<file path="src/rtl/iob_rst_seq_pkg.sv">
// rtl/iob_rst_seq_pkg.sv - state encoding and width helpers for the reset sequencer
package iob_rst_seq_pkg;

    typedef enum logic [2:0] {
        ASSERT   = 3'd0,
        WAIT_ACK = 3'd1,
        GAP      = 3'd2,
        DONE     = 3'd3,
        ERR      = 3'd4
    } state_e;

    function automatic int ch_width(input int num_ch);
        return (num_ch > 1) ? $clog2(num_ch) : 1;
    endfunction

    function automatic int cnt_width(input int hold_cyc, input int timeout_cyc);
        int max_cyc;
        max_cyc = (hold_cyc > timeout_cyc) ? hold_cyc : timeout_cyc;
        return $clog2(max_cyc + 1);
    endfunction

endpackage

</file>
<file path="src/rtl/iob_rst_seq_sync.sv">
// rtl/iob_rst_seq_sync.sv - async-assert / sync-deassert reset synchroniser
module iob_rst_seq_sync #(
    parameter int SYNC_STAGES = 2
) (
    input  logic clk_i,
    input  logic arstn_i,
    output logic rstn_o
);

    logic [SYNC_STAGES-1:0] sync_q;

    always_ff @(posedge clk_i or negedge arstn_i) begin
        if (!arstn_i) begin
            sync_q <= '0;
        end else begin
            sync_q <= {sync_q[SYNC_STAGES-2:0], 1'b1};
        end
    end

    assign rstn_o = sync_q[SYNC_STAGES-1];

endmodule

</file>
<file path="src/rtl/iob_rst_seq.sv">
// rtl/iob_rst_seq.sv - ordered per-channel reset release followed by a global clock enable
// IOB_RST_SEQ_TIMEOUT_EN adds the ack timeout counter and the sticky ERR state.
module iob_rst_seq
    import iob_rst_seq_pkg::*;
#(
    parameter int NUM_CH      = 4,
    parameter int HOLD_CYC    = 16,
    parameter int SYNC_STAGES = 2,
    parameter int TIMEOUT_CYC = 1024
) (
    input  logic                        clk_i,
    input  logic                        arstn_i,
    input  logic                        cke_i,
    input  logic                        soft_rst_i,
    input  logic [NUM_CH-1:0]           ack_i,
    output logic [NUM_CH-1:0]           rst_o,
    output logic                        cke_o,
    output logic                        busy_o,
    output logic                        done_o,
    output logic                        err_o,
    output logic [ch_width(NUM_CH)-1:0] ch_o
);

    localparam int CH_W  = ch_width(NUM_CH);
    localparam int CNT_W = cnt_width(HOLD_CYC, TIMEOUT_CYC);

    localparam logic [CNT_W-1:0] HOLD_LD  = CNT_W'(HOLD_CYC - 1);
    localparam logic [CNT_W-1:0] HOLD_RST = CNT_W'(HOLD_CYC);
    localparam logic [CH_W-1:0]  LAST_CH  = CH_W'(NUM_CH - 1);
`ifdef IOB_RST_SEQ_TIMEOUT_EN
    localparam logic [CNT_W-1:0] TMO_LD   = CNT_W'(TIMEOUT_CYC);
`endif

    logic rst_n;

    iob_rst_seq_sync #(
        .SYNC_STAGES(SYNC_STAGES)
    ) u_sync (
        .clk_i  (clk_i),
        .arstn_i(arstn_i),
        .rstn_o (rst_n)
    );

    state_e            state_q, state_d;
    logic [CNT_W-1:0]  cnt_q, cnt_d;
    logic [CH_W-1:0]   ch_q, ch_d;
    logic [NUM_CH-1:0] rst_q, rst_d;
    logic              busy_q, busy_d;
    logic              done_q, done_d;
`ifdef IOB_RST_SEQ_TIMEOUT_EN
    logic              err_q, err_d;
`endif

    always_comb begin
        state_d = state_q;
        cnt_d   = cnt_q;
        ch_d    = ch_q;
        rst_d   = rst_q;
        case (state_q)
            ASSERT: begin
                rst_d = '1;
                if (cnt_q == '0) begin
                    state_d  = WAIT_ACK;
                    ch_d     = '0;
                    rst_d[0] = 1'b0;
`ifdef IOB_RST_SEQ_TIMEOUT_EN
                    cnt_d    = TMO_LD;
`endif
                end else begin
                    cnt_d = cnt_q - 1'b1;
                end
            end
            WAIT_ACK: begin
                if (ack_i[ch_q]) begin
                    if (ch_q == LAST_CH) begin
                        state_d = DONE;
                        rst_d   = '0;
                    end else begin
                        state_d = GAP;
                        ch_d    = ch_q + 1'b1;
                        cnt_d   = HOLD_LD;
                    end
`ifdef IOB_RST_SEQ_TIMEOUT_EN
                end else if (cnt_q == '0) begin
                    state_d = ERR;
                    rst_d   = '1;
                end else begin
                    cnt_d = cnt_q - 1'b1;
`endif
                end
            end
            GAP: begin
                if (cnt_q == '0) begin
                    state_d     = WAIT_ACK;
                    rst_d[ch_q] = 1'b0;
`ifdef IOB_RST_SEQ_TIMEOUT_EN
                    cnt_d       = TMO_LD;
`endif
                end else begin
                    cnt_d = cnt_q - 1'b1;
                end
            end
            DONE: begin
                rst_d = '0;
            end
`ifdef IOB_RST_SEQ_TIMEOUT_EN
            ERR: begin
                rst_d = '1;
            end
`endif
            default: begin
                state_d = ASSERT;
                cnt_d   = HOLD_LD;
                ch_d    = '0;
                rst_d   = '1;
            end
        endcase

        // Restart overrides whatever ack or timeout decided this cycle.
        if (soft_rst_i) begin
            state_d = ASSERT;
            cnt_d   = HOLD_LD;
            ch_d    = '0;
            rst_d   = '1;
        end

        busy_d = (state_d == ASSERT) || (state_d == WAIT_ACK) || (state_d == GAP);
        done_d = (state_d == DONE);
`ifdef IOB_RST_SEQ_TIMEOUT_EN
        err_d  = (state_d == ERR);
`endif
    end

    // Out of reset the counter starts one above the reload value so the
    // first edge after synchroniser release is spent as the load cycle.
    always_ff @(posedge clk_i or negedge rst_n) begin
        if (!rst_n) begin
            state_q <= ASSERT;
            cnt_q   <= HOLD_RST;
            ch_q    <= '0;
            rst_q   <= '1;
            busy_q  <= 1'b0;
            done_q  <= 1'b0;
`ifdef IOB_RST_SEQ_TIMEOUT_EN
            err_q   <= 1'b0;
`endif
        end else if (cke_i) begin
            state_q <= state_d;
            cnt_q   <= cnt_d;
            ch_q    <= ch_d;
            rst_q   <= rst_d;
            busy_q  <= busy_d;
            done_q  <= done_d;
`ifdef IOB_RST_SEQ_TIMEOUT_EN
            err_q   <= err_d;
`endif
        end
    end

    assign rst_o  = rst_q;
    assign cke_o  = done_q;
    assign done_o = done_q;
    assign busy_o = busy_q;
    assign ch_o   = ch_q;
`ifdef IOB_RST_SEQ_TIMEOUT_EN
    assign err_o  = err_q;
`else
    assign err_o  = 1'b0;
`endif

endmodule

</file>
<file path="config.mk">
export PLATFORM = sky130hd
export DESIGN_NAME = iob_rst_seq
export DESIGN_NICKNAME = d
export VERILOG_FILES = /design/src/rtl/iob_rst_seq_pkg.sv /design/src/rtl/iob_rst_seq_sync.sv /design/src/rtl/iob_rst_seq.sv
export SDC_FILE = /design/constraint.sdc
export NUM_CORES = 1
export LEC_CHECK = 0
export CAP_MARGIN = 20
export CORE_MARGIN = 5
export CORE_UTILIZATION = 60
export CTS_CLUSTER_DIAMETER = 30
export DETAILED_ROUTE_END_ITERATION = 7
export DONT_BUFFER_PORTS = 1
export GPL_TIMING_DRIVEN = 0
export PLACE_DENSITY = 0.74
export SYNTH_ARGS = -nofsm -noshare
export SYNTH_HDL_FRONTEND = slang
export SYNTH_HIERARCHICAL = 1
export SYNTH_SLANG_ARGS = --single-unit
</file>
<file path="constraint.sdc">
create_clock -name clk_i -period 0.9 [get_ports clk_i]
set_input_delay 0.18 -clock clk_i [delete_from_list [all_inputs] [get_ports clk_i]]
set_output_delay 0.18 -clock clk_i [all_outputs]
set_load 0.02 [all_outputs]
</file>
==> impl_metrics.py <==
metrics = {
    "final_layout": {
        "nFillCells": 125,
        "final_common_cell": "buf_4",
        "layout_common_cells": "buf_4, dfrtp_1, o21ai_0",
        "n_antenna_cell": 0,
        "drive_gt1_frac": 0.3977,
        "layout.cells.non_filler": 199,
        "finalInstanceArea_sq_um": 1862,
        "fin_nets": 185,
        "utilization": 0.8180,
        "area_growth_pct": 27.62,
    },
    "pwr": {
        "vdd_drop_max_mv": 1.905,
        "total_power_mw": 3.650,
        "power_density_nw_per_um2": 1961,
        "p_leak_nw": 0.7619,
    },
    "synthesis": {
        "synthFlopType": "dfrtp_1",
        "synth_edf_count": 0,
        "synth_cell_types": 48,
        "synth_cells": 153,
        "yosys_register_bits": 24,
        "async_reset_ff_frac": 1.000,
        "ys_seq_area_frac": 0.4160,
        "synth_area_sq_um": 1459,
        "syn-num-nets": 166,
        "ys_warn_count": 6,
        "avgSynthCellArea_sq_um": 9.535,
    },
    "cts": {
        "insertion_delay_ns": 0.31,
        "cts.sinks": 24,
        "cts_tree": "yes",
        "clkTransAtPathRegs_ns": 0.12,
        "htree_levels": 1,
        "numCtsBuffers": 3,
        "clockRootBuffer": "clkbuf_4",
        "clock_path_buffers": 2,
    },
    "timing": {
        "holdWs_ns": 0.02801,
        "relSlewSlack": 0.5063,
        "worst_pin_slew_ns": 0.7349,
        "hold_viol_final": 0,
        "period_share": 2.392,
        "setup_viol": 30,
        "setup_tns_ns": -23.46,
        "fmax_mhz": 464.5,
        "rsz0062_at_grt": "yes",
        "fin_skew_ns": 0.003110,
        "fin_ws_ns": -1.253,
        "maxSlewViolCount": 0,
        "period_needed_ns": 2.153,
    },
    "floorplanning": {
        "dieArea_sq_um": 3518,
        "start_util": 0.6410,
        "die_w_um": 59.31,
        "ios": 18,
        "die_h_um": 59.31,
        "coreArea_sq_um": 2276,
        "rows": 17,
    },
    "worst_setup_path": {
        "crit_arrival_ns": 2.37,
        "worstSetupStartpointType": "flop",
        "cp_max_fo": 2,
        "cp-startpoint": "cnt_q[6]",
        "cp-end-kind": "flop",
        "r2r_start": "cnt_q[6]",
        "required_ns": 1.11,
        "path_class": "flop to flop",
    },
    "global_route": {
        "antenna_found_initial": 0,
        "grt_pass1_wl_um": 5968,
        "grt_max_degree": 23,
        "gr-total-overflow": 0,
        "grt_pass1_vias": 1338,
        "grt_use_total": 0.2194,
    },
    "placed_design": {
        "port_buffers": 0,
        "numPlacedInstances": 181,
        "post-place-ws_ns": -1.421,
        "placed_area_sq_um": 1560,
        "dp.final_hpwl_um": 2368,
        "gp_congestion": 0.8503,
    },
    "worst_hold_path": {
        "min_from": "cke_i",
        "worstHoldPathType": "primary input to flop",
    },
    "run_status": {
        "status": "complete, but fails checks",
        "violations": "negative setup slack",
    },
    "route": {
        "drc_errors": 0,
        "drtIter0Drc": 68,
        "drtAntennaViolNets": 0,
        "drt-total-wl_um": 3710,
        "first_pass_iters": 5,
        "viasPerCell": 6.643,
        "vias": 1322,
        "wl_per_cell_um": 18.64,
    },
    "job": {
        "maxCapViolations": 0,
    },
}
==> final timing paths <==
path / endpoint / slack [ns] / cells past startpoint
setup / recovery: cnt_q[1] / -1.25 / 5
hold / removal: state_q[0] / 0.03 / 2
setup reg to reg: cnt_q[1] / -1.25 / 5
hold reg to reg: cnt_q[9] / 0.23 / 0
max in group asynchronous: rst_o[1] / 0.32 / 0
min in group asynchronous: u_sync/sync_q[0] / 0.08 / 1
==> flip-flops by register name (all words and copies together), names as in the netlist <==
signal,flops
cke_o,1
u_sync/sync_q,2
cnt_q,11
ch_o,2
rst_o,4
busy_o,1
state_q,3
==> critical path, stage by stage (launching register included) <==
cell       delay (ns)
dfrtp_2          0.42
or4_4            0.53
buf_6            0.13
or4_4            0.53
o2111ai_4        0.10
mux2_4           0.32
==> cells by family after synthesis <==
family / Yosys count / share of synthesized area
AO/OA/AOI/OAI: 45 / 0.2256
adder cells (fa/ha/maj): 5 / 0.04288
buffers and inverters: 21 / 0.06517
flip-flops: 24 / 0.4160
multiplexers: 3 / 0.03087
other: 2 / 0.005148
AND/OR/NAND/NOR: 53 / 0.2144
==> cell type report <==
| class | instances | area, sq um | share of cell area |
|---|---|---|---|
| Inverter | 11 | 41.29 | 0.02218 |
| Tap cell | 28 | 35.03 | 0.01882 |
| Sequential cell | 24 | 616.8 | 0.3313 |
| Buffer | 8 | 66.31 | 0.03562 |
| Timing Repair Buffer | 16 | 128.9 | 0.06922 |
| Clock buffer | 4 | 26.28 | 0.01411 |
| Multi-Input combinational cell | 108 | 947.2 | 0.5087 |
==> metal layers <==
layer	global-route usage	part of all wire
met5	0	0
met4	0.09061	0.018
met3	0.03050	0.070
met1	0.2575	0.39
met2	0.3947	0.52
==> synthesized netlist by cell type (3+ instances only) <==
cell	instances	share of area
dfrtp_1	19	0.33
o21ai_0	13	0.045
inv_1	11	0.028
nand2_1	8	0.021
nor3_1	8	0.027
clkbuf_1	6	0.015
nor2_1	6	0.015
dfstp_2	5	0.090
ha_1	5	0.043
nor2b_1	5	0.021
o41ai_1	5	0.030
or3_1	5	0.021
a21oi_1	4	0.014
nand2b_1	4	0.017
nor4_1	3	0.013
nor4b_1	3	0.018
==> where the power goes <==
part	internal, mW	switching [mW]	total [mW]
clock network	0.173	0.309	0.482
logic	0.781	0.780	1.56
registers	1.31	0.294	1.61
total	2.27	1.38	3.65
==> repair_timing <==
action	4_1_cts	5_1_grt
gates resized for setup	17	30
hold buffers	2	0
setup buffers	8	6
setup endpoints to repair	47	30
hold endpoints to repair	3	0
pin swaps	2	4
No activity file was read; power rests on OpenSTA's default activity.
